[src/rtl/uart_tx_arbiter.sv]
// uart_tx_arbiter
// ----------------
// Round-robin arbiter that shares one UART transmitter among N_REQ byte
// producers. One pending requester is picked at a time. Its byte goes to the
// transmitter with a one-cycle strobe. The next grant waits until the
// transmitter has taken that byte (uart_rfd falls) or until a watchdog gives
// up on it.
//
// Handshake (one place, all channels):
//   requester side : req_vld[i] is held high with stable req_data slice i
//                    until req_ack[i] pulses for one cycle. Dropping req_vld[i]
//                    before the ack withdraws the byte.
//   transmitter    : uart_din_vld is a one-cycle strobe that carries uart_din.
//                    A grant is only made while uart_rfd=1 (transmitter idle).
//                    uart_rfd falling afterwards is the acceptance.
//
// Ports:
//   clk, rst      clock, asynchronous active-low reset
//   req_vld       per-requester "byte pending"
//   req_data      byte of requester i in [i*DI_WIDTH +: DI_WIDTH]
//   req_ack       one-cycle pulse on the granted requester's bit
//   uart_din      byte to the transmitter (held until the next grant)
//   uart_din_vld  one-cycle strobe to the transmitter
//   uart_rfd      transmitter ready for data (high = idle)
//   grant_id      index of the last granted requester
//   busy          high while a byte is being sent or awaited (SEND/BUSY)
//   timeout_err   one-cycle pulse when the watchdog abandons a byte
//   dbg_state     current FSM state (0 idle, 1 send, 2 busy)

module uart_tx_arbiter #(
  parameter int N_REQ    = 4,
  parameter int DI_WIDTH = 8,
  parameter int TIMEOUT  = 16,
  localparam int GW      = (N_REQ > 1) ? $clog2(N_REQ) : 1
) (
  input  logic                      clk,
  input  logic                      rst,
  input  logic [N_REQ-1:0]          req_vld,
  input  logic [N_REQ*DI_WIDTH-1:0] req_data,
  output logic [N_REQ-1:0]          req_ack,
  output logic [DI_WIDTH-1:0]       uart_din,
  output logic                      uart_din_vld,
  input  logic                      uart_rfd,
  output logic [GW-1:0]             grant_id,
  output logic                      busy,
  output logic                      timeout_err,
  output logic [1:0]                dbg_state
);

  localparam int WW = (TIMEOUT > 2) ? $clog2(TIMEOUT) : 1;

  typedef enum logic [1:0] {
    ST_IDLE = 2'd0,
    ST_SEND = 2'd1,
    ST_BUSY = 2'd2
  } state_t;

  state_t                state, state_nxt;
  logic [GW-1:0]         ptr, ptr_nxt;
  logic [WW-1:0]         wdog, wdog_nxt;
  logic [N_REQ-1:0]      ack_nxt;
  logic [DI_WIDTH-1:0]   din_nxt;
  logic                  din_vld_nxt;
  logic [GW-1:0]         gid_nxt;
  logic                  terr_nxt;

  logic                  req_any;
  logic [GW-1:0]         win_id;
  logic [GW-1:0]         idx;
  logic                  grant;
  logic                  wdog_expired;

  // Rotating priority search starting at ptr. The loop runs from the farthest
  // offset down to offset 0, so the nearest pending requester writes last and wins.
  always_comb begin
    req_any = 1'b0;
    win_id  = '0;
    idx     = '0;
    for (int k = N_REQ - 1; k >= 0; k--) begin
      idx = GW'((int'(ptr) + k) % N_REQ);
      if (req_vld[idx]) begin
        req_any = 1'b1;
        win_id  = idx;
      end
    end
  end

  assign grant = (state == ST_IDLE) && uart_rfd && req_any;

  // The counter starts at 0 in the first BUSY cycle. The byte is abandoned on
  // the BUSY cycle that would have advanced it to TIMEOUT-1. That gives
  // TIMEOUT-1 BUSY cycles with rfd high, so timeout_err lands exactly TIMEOUT
  // cycles after the SEND cycle.
  assign wdog_expired = (wdog == WW'(TIMEOUT - 2));

  // State register and registered outputs
  always_ff @(posedge clk or negedge rst) begin
    if (!rst) begin
      state        <= ST_IDLE;
      ptr          <= '0;
      wdog         <= '0;
      req_ack      <= '0;
      uart_din     <= '0;
      uart_din_vld <= 1'b0;
      grant_id     <= '0;
      timeout_err  <= 1'b0;
    end else begin
      state        <= state_nxt;
      ptr          <= ptr_nxt;
      wdog         <= wdog_nxt;
      req_ack      <= ack_nxt;
      uart_din     <= din_nxt;
      uart_din_vld <= din_vld_nxt;
      grant_id     <= gid_nxt;
      timeout_err  <= terr_nxt;
    end
  end

  // Next-state logic
  always_comb begin
    state_nxt = state;
    case (state)
      ST_IDLE: if (grant) state_nxt = ST_SEND;
      ST_SEND: state_nxt = ST_BUSY;
      ST_BUSY: begin
        if (!uart_rfd || wdog_expired) state_nxt = ST_IDLE;
      end
      default: state_nxt = ST_IDLE;
    endcase
  end

  // Output / datapath next values
  always_comb begin
    ack_nxt     = '0;
    din_vld_nxt = 1'b0;
    terr_nxt    = 1'b0;
    din_nxt     = uart_din;
    gid_nxt     = grant_id;
    ptr_nxt     = ptr;
    wdog_nxt    = wdog;
    case (state)
      ST_IDLE: begin
        if (grant) begin
          din_nxt         = req_data[int'(win_id)*DI_WIDTH +: DI_WIDTH];
          gid_nxt         = win_id;
          ack_nxt[win_id] = 1'b1;
          din_vld_nxt     = 1'b1;
          ptr_nxt         = (int'(win_id) == N_REQ - 1) ? '0 : win_id + GW'(1);
        end
      end
      ST_SEND: begin
        wdog_nxt = '0;
      end
      ST_BUSY: begin
        if (uart_rfd) begin
          if (wdog_expired) terr_nxt = 1'b1;
          else              wdog_nxt = wdog + WW'(1);
        end
      end
      default: ;
    endcase
  end

  assign busy      = (state != ST_IDLE);
  assign dbg_state = state;

endmodule

[config.mk]
export PLATFORM = sky130hd
export DESIGN_NAME = uart_tx_arbiter
export DESIGN_NICKNAME = d
export VERILOG_FILES = /design/src/rtl/uart_tx_arbiter.sv
export SDC_FILE = /design/constraint.sdc
export NUM_CORES = 1
export LEC_CHECK = 0
export ABC_AREA = 1
export CORE_ASPECT_RATIO = 0.75
export CORE_MARGIN = 10
export CORE_UTILIZATION = 42
export DETAILED_ROUTE_END_ITERATION = 7
export GPL_TIMING_DRIVEN = 0
export HOLD_SLACK_MARGIN = 0.05
export PLACE_DENSITY = 0.76
export SYNTH_ARGS = -nofsm -noshare
export SYNTH_HDL_FRONTEND = slang
export SYNTH_SLANG_ARGS = --single-unit
[constraint.sdc]
create_clock -name clk -period 2.08 [get_ports clk]
set_clock_uncertainty 0.05 [all_clocks]
set_input_delay 0.52 -clock clk [delete_from_list [all_inputs] [get_ports clk]]
set_output_delay 0.52 -clock clk [all_outputs]
set_load 0.005 [all_outputs]
### After elaboration in Yosys (flattened, before gate mapping)

Index checks and enable logic that the tools add are counted.

| word-level totals | value |
|---|---|
| memory bits (writable) | 0 |
| bits in latches | 0 |
| bits in read-only memories | 0 |
| flip-flop bits (word level) | 24 |
| memories kept | 0 |
| word-level logic and storage cells | 71 |
| input port bits | 39 |

| operators by class | value |
|---|---|
| div/mod/pow operators | 0 |
| eq/ne operators | 8 |
| shift operators | 1 |
| bitwise gates (word level) | 0 |
| $lt $le $gt $ge | 6 |
| $mul | 0 |
| reduce and logical (&&, ||, !) cells | 11 |
| add/sub/neg operators | 5 |
| mux-type cells | 32 |

Operator list:

| operator | count |
|---|---|
| $shiftx A32 B6 Y8 | 1 |
| $mux W4 | 4 |
| $lt A2 B3 Y1 const B | 5 |
| $mux W1 | 14 |
| $mux W2 | 7 |
| $bmux W1 S2 | 4 |
| $ne A2 B2 Y1 const B | 4 |
| $pmux W4 S2 | 1 |
| $pmux W2 S3 | 1 |
| $add A2 B1 Y2 const B | 2 |
| $add A2 B2 Y2 const B | 2 |
| $add A4 B1 Y4 const B | 1 |
| $eq A2 B1 Y1 const B | 2 |
| $eq A4 B4 Y1 const B | 1 |
| $reduce_and A2 Y1 | 2 |
| $reduce_bool A2 Y1 | 2 |
| $logic_and A1 B1 Y1 | 3 |
| $reduce_and A3 Y1 | 1 |
| $demux W1 S2 | 1 |
| $eq A2 B2 Y1 const B | 1 |
| $ge A2 B1 Y1 const B | 1 |
| $logic_not A2 Y1 | 1 |
| $logic_not A1 Y1 | 1 |
| $logic_or A1 B1 Y1 | 1 |

### Longest topological paths before layout

| depth | value |
|---|---|
| word-level depth | 13 |
| mapped depth | 14 |
| gate-level depth less buffers | 13 |

### Worst setup path after synthesis

OpenSTA, ideal clock, no wires.

| timing path | value |
|---|---|
| kind | reg-to-reg |
| start | register ptr[0] |
| end | register ptr[1] |
| data arrival time | 1.665 ns |
| stages on the path, launching flop included | 12 |
| setup slack | 0.242 ns |
| clock period less this slack | 1.838 ns |
| data required time | 1.907 ns |
| cells stage by stage | dfrtp_1 > buf_6 > xnor2_1 > nand2_2 > nand3_4 > nand2_4 > nand2_4 > nand2_4 > buf_6 > ha_1 > nand2_1 > o21ai_1 |

| on the way | value |
|---|---|
| longest elaborated chain between the ends | 9 |
| elaborated cells on any way between the ends | 24 |
| those cells by class | add/sub (4); eq/ne (1); mux (17); reduce/logical (2) |

Ends and longest elaborated chain:

| what | line | text |
|---|---|---|
| start: declaration | 59 | `logic [GW-1:0] ptr, ptr_nxt;` |
| start signal: assignment | 109 | `ptr <= ptr_nxt;` |
| $add A2 B2 Y2 | 80 | `idx = GW'((int'(ptr) + k) % N_REQ);` |
| $bmux W1 S2 | 81 | `if (req_vld[idx]) begin` |
| $mux W1 (implied by the code) | 81 |  |
| $mux W2 or $mux W1 (tied branches) (4 in a row) | 81 |  |
| $add A2 B1 Y2 (tied with other cells) | 148 | `ptr_nxt = (int'(win_id) == N_REQ - 1) ? '0 : win_id + GW'(1);` |
| $mux W2 or $reduce_and A2 Y1 (tied branches) | - |  |

Parallel ways exist; a longest one is shown, timed or not. The select of a mux whose other input is x is not followed.
A chain may end at the register's enable or synchronous reset.

### Final worst setup path

| timing path | value |
|---|---|
| start | input req_vld[0] |
| end | register ptr[1] |

| on the way | value |
|---|---|
| longest elaborated chain between the ends | 8 |
| elaborated cells on any way between the ends | 21 |
| those cells by class | add/sub (1); eq/ne (1); mux (17); reduce/logical (2) |

Ends and longest elaborated chain:

| what | line | text |
|---|---|---|
| start: declaration | 38 | `input logic [N_REQ-1:0] req_vld,` |
| $bmux W1 S2 | 81 |  |
| $mux W1 (implied by the code) | 81 |  |
| $mux W2 or $mux W1 (tied branches) (4 in a row) | 81 |  |
| $add A2 B1 Y2 (tied with other cells) | 148 |  |
| $mux W2 or $reduce_and A2 Y1 (tied branches) | - |  |

Parallel ways exist; a longest one is shown, timed or not. The select of a mux whose other input is x is not followed.

==> flow_metrics.py <==
metrics = {
    "yosys": {
        "synth_xor_area_share_pct": 1.67,
        "syn-num-nets": 249,
        "ys_types": 29,
        "synth_top_family_by_area": "simple AND/OR/NAND/NOR gates",
        "syn_inst": 207,
        "ys_seq_area_share_pct": 38.3,
        "avgSynthCellArea_um2": 7.58,
        "syn_area_um2": 1570,
        "muxShareOfSynthArea_pct": 0,
        "yosys_warnings": 0,
        "synth-adder-area-share_pct": 2.39,
        "synth-simple-area-share_pct": 38.0,
        "synth-seq-cells": 24,
        "synth-compound-area-share_pct": 6.38,
    },
    "timing": {
        "setup_viol": 0,
        "fin_crit_sh_pct": 96.0,
        "fin_crit_ps": 2000,
        "tightest_slew_ps": 1060,
        "maxSlewHeadroom_pct": 28.8,
        "rsz0062_at_grt": "false",
        "setup_tns_ps": 0,
        "whs_ps": 430,
        "fmax_ghz": 0.501,
        "slew_violations": 0,
        "hold_violations": 0,
    },
    "detailed_routing": {
        "drtIter0Drc": 24,
        "drc": 0,
        "drtPass1Iterations": 5,
        "wl_per_cell_um": 12.0,
        "routed_wl_um": 3920,
        "vias": 1488,
        "ant_nets": 0,
        "vias_per_cell": 4.55,
    },
    "critical_path": {
        "rr_endpoint": "ptr[1]$_DFFE_PN0P_",
        "worstPathRequired_ps": 2180,
        "critPathKind": "in2reg",
        "start_kind": "primary input",
        "r2r_cells": 11,
        "r2r-start": "ptr[0]$_DFFE_PN0P_",
        "r2r_slack_ps": 170,
        "cp-end-kind": "register",
        "arrival_ps": 2090,
        "critPathMaxFanout": 6,
    },
    "cells_and_area": {
        "diodes": 0,
        "drive_gt1_share_pct": 20.0,
        "fin_cells": 327,
        "layout_commonest_cell": "clkdlybuf4s50_1",
        "layout_common_cells": "clkdlybuf4s50_1, nand2_1, inv_1",
        "seq_area_um2": 601,
        "syn_to_final_growth_pct": 52.2,
        "fillers": 341,
        "multiInputGateArea_um2": 835,
        "nets": 319,
    },
    "place": {
        "placed_cells": 316,
        "routabilityCongestion": 0.857,
        "port_buffers": 57,
        "place_hpwl_um": 3090,
    },
    "power": {
        "leakagePower_nw": 1.20,
        "irDropWorstVdd_v": 0.000861,
        "cellPowerDensity_nw_per_um2": 1520,
    },
    "hold_path": {
        "hold_end": "uart_din[0]$_DFFE_PN0P_",
        "hold_depth": 2,
        "hold_start": "uart_din[0]$_DFFE_PN0P_",
        "holdCritPathClass": "reg2reg",
    },
    "clock_tree": {
        "clkTransAtPathRegs_ps": 70,
        "cts_num_sinks": 24,
        "clk_latency_ps": 260,
        "clock-root-buffer": "clkbuf_8",
        "htreeDepth": 1,
        "clockBufferDepth": 2,
        "cts_tree": "done",
        "cts_made_buffers": 3,
    },
    "global_route": {
        "grt_pass1_vias": 1456,
        "antenna_found_initial": 0,
        "grt_pass1_wl_um": 6640,
        "grt_overflow_total": 0,
        "grt_max_degree": 25,
        "grt_use_total_pct": 11.9,
    },
    "floorplanning": {
        "placeableCoreArea_um2": 3640,
        "die_w_um": 90.6,
        "die_h_um": 72.9,
        "ios": 58,
        "start_util_pct": 43.1,
        "rows": 19,
        "dieArea_um2": 6610,
    },
    "outcome": {
        "status": "complete, no violations",
    },
    "flow_run": {
        "maxCapViolations": 0,
    },
}
==> through the flow <==
step           util [%]  total power, W  setup WS, ps  instance area, µm²
6_report           65.7         0.00363          83.7                2390
5_1_grt            65.7         0.00397         0.894                2390
4_1_cts            63.9         0.00356         0.413                2320
3_5_place_dp       60.6         0.00301          -350                2200
3_3_place_gp       60.6         0.00297          -336                2200
2_1_floorplan         -         0.00229           242                1570
==> cell type report <==
cell class	count	share of cell area, %
clock buffers	3	1.73
repair buffers	65	26.6
plain buffers	5	1.99
well taps	52	2.72
flip-flops and latches	24	25.1
multi-input cells	135	34.9
inverters	43	6.86
==> worst max path at each step <==
stage / start / to / slack (ps) / depth (start not counted)
6_report: req_vld[0] / ptr[1]$_DFFE_PN0P_ / 80 / 12
3_3_place_gp: req_vld[3] / ptr[1]$_DFFE_PN0P_ / -340 / 11
3_5_place_dp: req_vld[3] / ptr[1]$_DFFE_PN0P_ / -350 / 11
2_1_floorplan: ptr[0]$_DFFE_PN0P_ / ptr[1]$_DFFE_PN0P_ / 240 / 11
5_1_grt: req_vld[0] / ptr[1]$_DFFE_PN0P_ / 0.9 / 13
4_1_cts: req_vld[3] / ptr[1]$_DFFE_PN0P_ / 0.4 / 12
==> per-layer routing <==
layer	GRT usage [%]	vias up	routed length (µm)
li1	-	782	-
met1	14.5	655	1800
met2	18.8	44	1700
met3	5.65	7	364
met4	2.46	0	50
met5	0	-	0
==> where the power goes <==
group	internal, W	switching [W]
sequential	0.000656	0.000119
clock	0.000129	0.000131
combinational	0.00121	0.00139
==> synthesized netlist by cell type, drive strengths merged <==
library cell / instances / area [µm²]
nand3: 34 / 200
xor2: 1 / 8.76
o22ai: 3 / 25.0
inv: 43 / 161
buf: 5 / 47.5
xnor2: 2 / 17.5
a21oi: 1 / 5.00
nand2: 62 / 295
o21a: 1 / 7.51
dfrtp: 24 / 601
o211ai: 4 / 30.0
nor2: 11 / 46.3
or2: 4 / 25.0
ha: 3 / 37.5
o21ai: 5 / 32.5
nand4: 2 / 12.5
nor4: 1 / 6.26
nor3: 1 / 10.0
==> worst max-delay path, cell delays in order <==
cell	delay, ps
clkdlybuf4s50_1	470
inv_1	50
nand2_2	90
nand3_2	100
nand2_1	90
inv_2	70
nand3_4	110
nand2_8	70
buf_6	130
ha_1	260
nand2_1	60
o21ai_1	50
==> sequential cells by signal, summed over array words and instances (netlist names) <==
register      cells
timeout_err       1
uart_din_vld      1
grant_id          2
dbg_state         2
uart_din          8
ptr               2
wdog              4
req_ack           4
==> timing repair <==
item	4_1_cts	5_1_grt
buffers inserted	7	0
setup endpoints to repair	6	11
hold buffers	0	0
pin swaps	6	6
gates resized for setup	4	16
cloned	1	0
==> kinds of logic after synthesis <==
family / Yosys count
xor+xnor: 3
flops: 24
buf+inv: 48
simple gates: 115
fa+ha+maj: 3
compound gates: 14
Power figures use the tool's default switching activity.
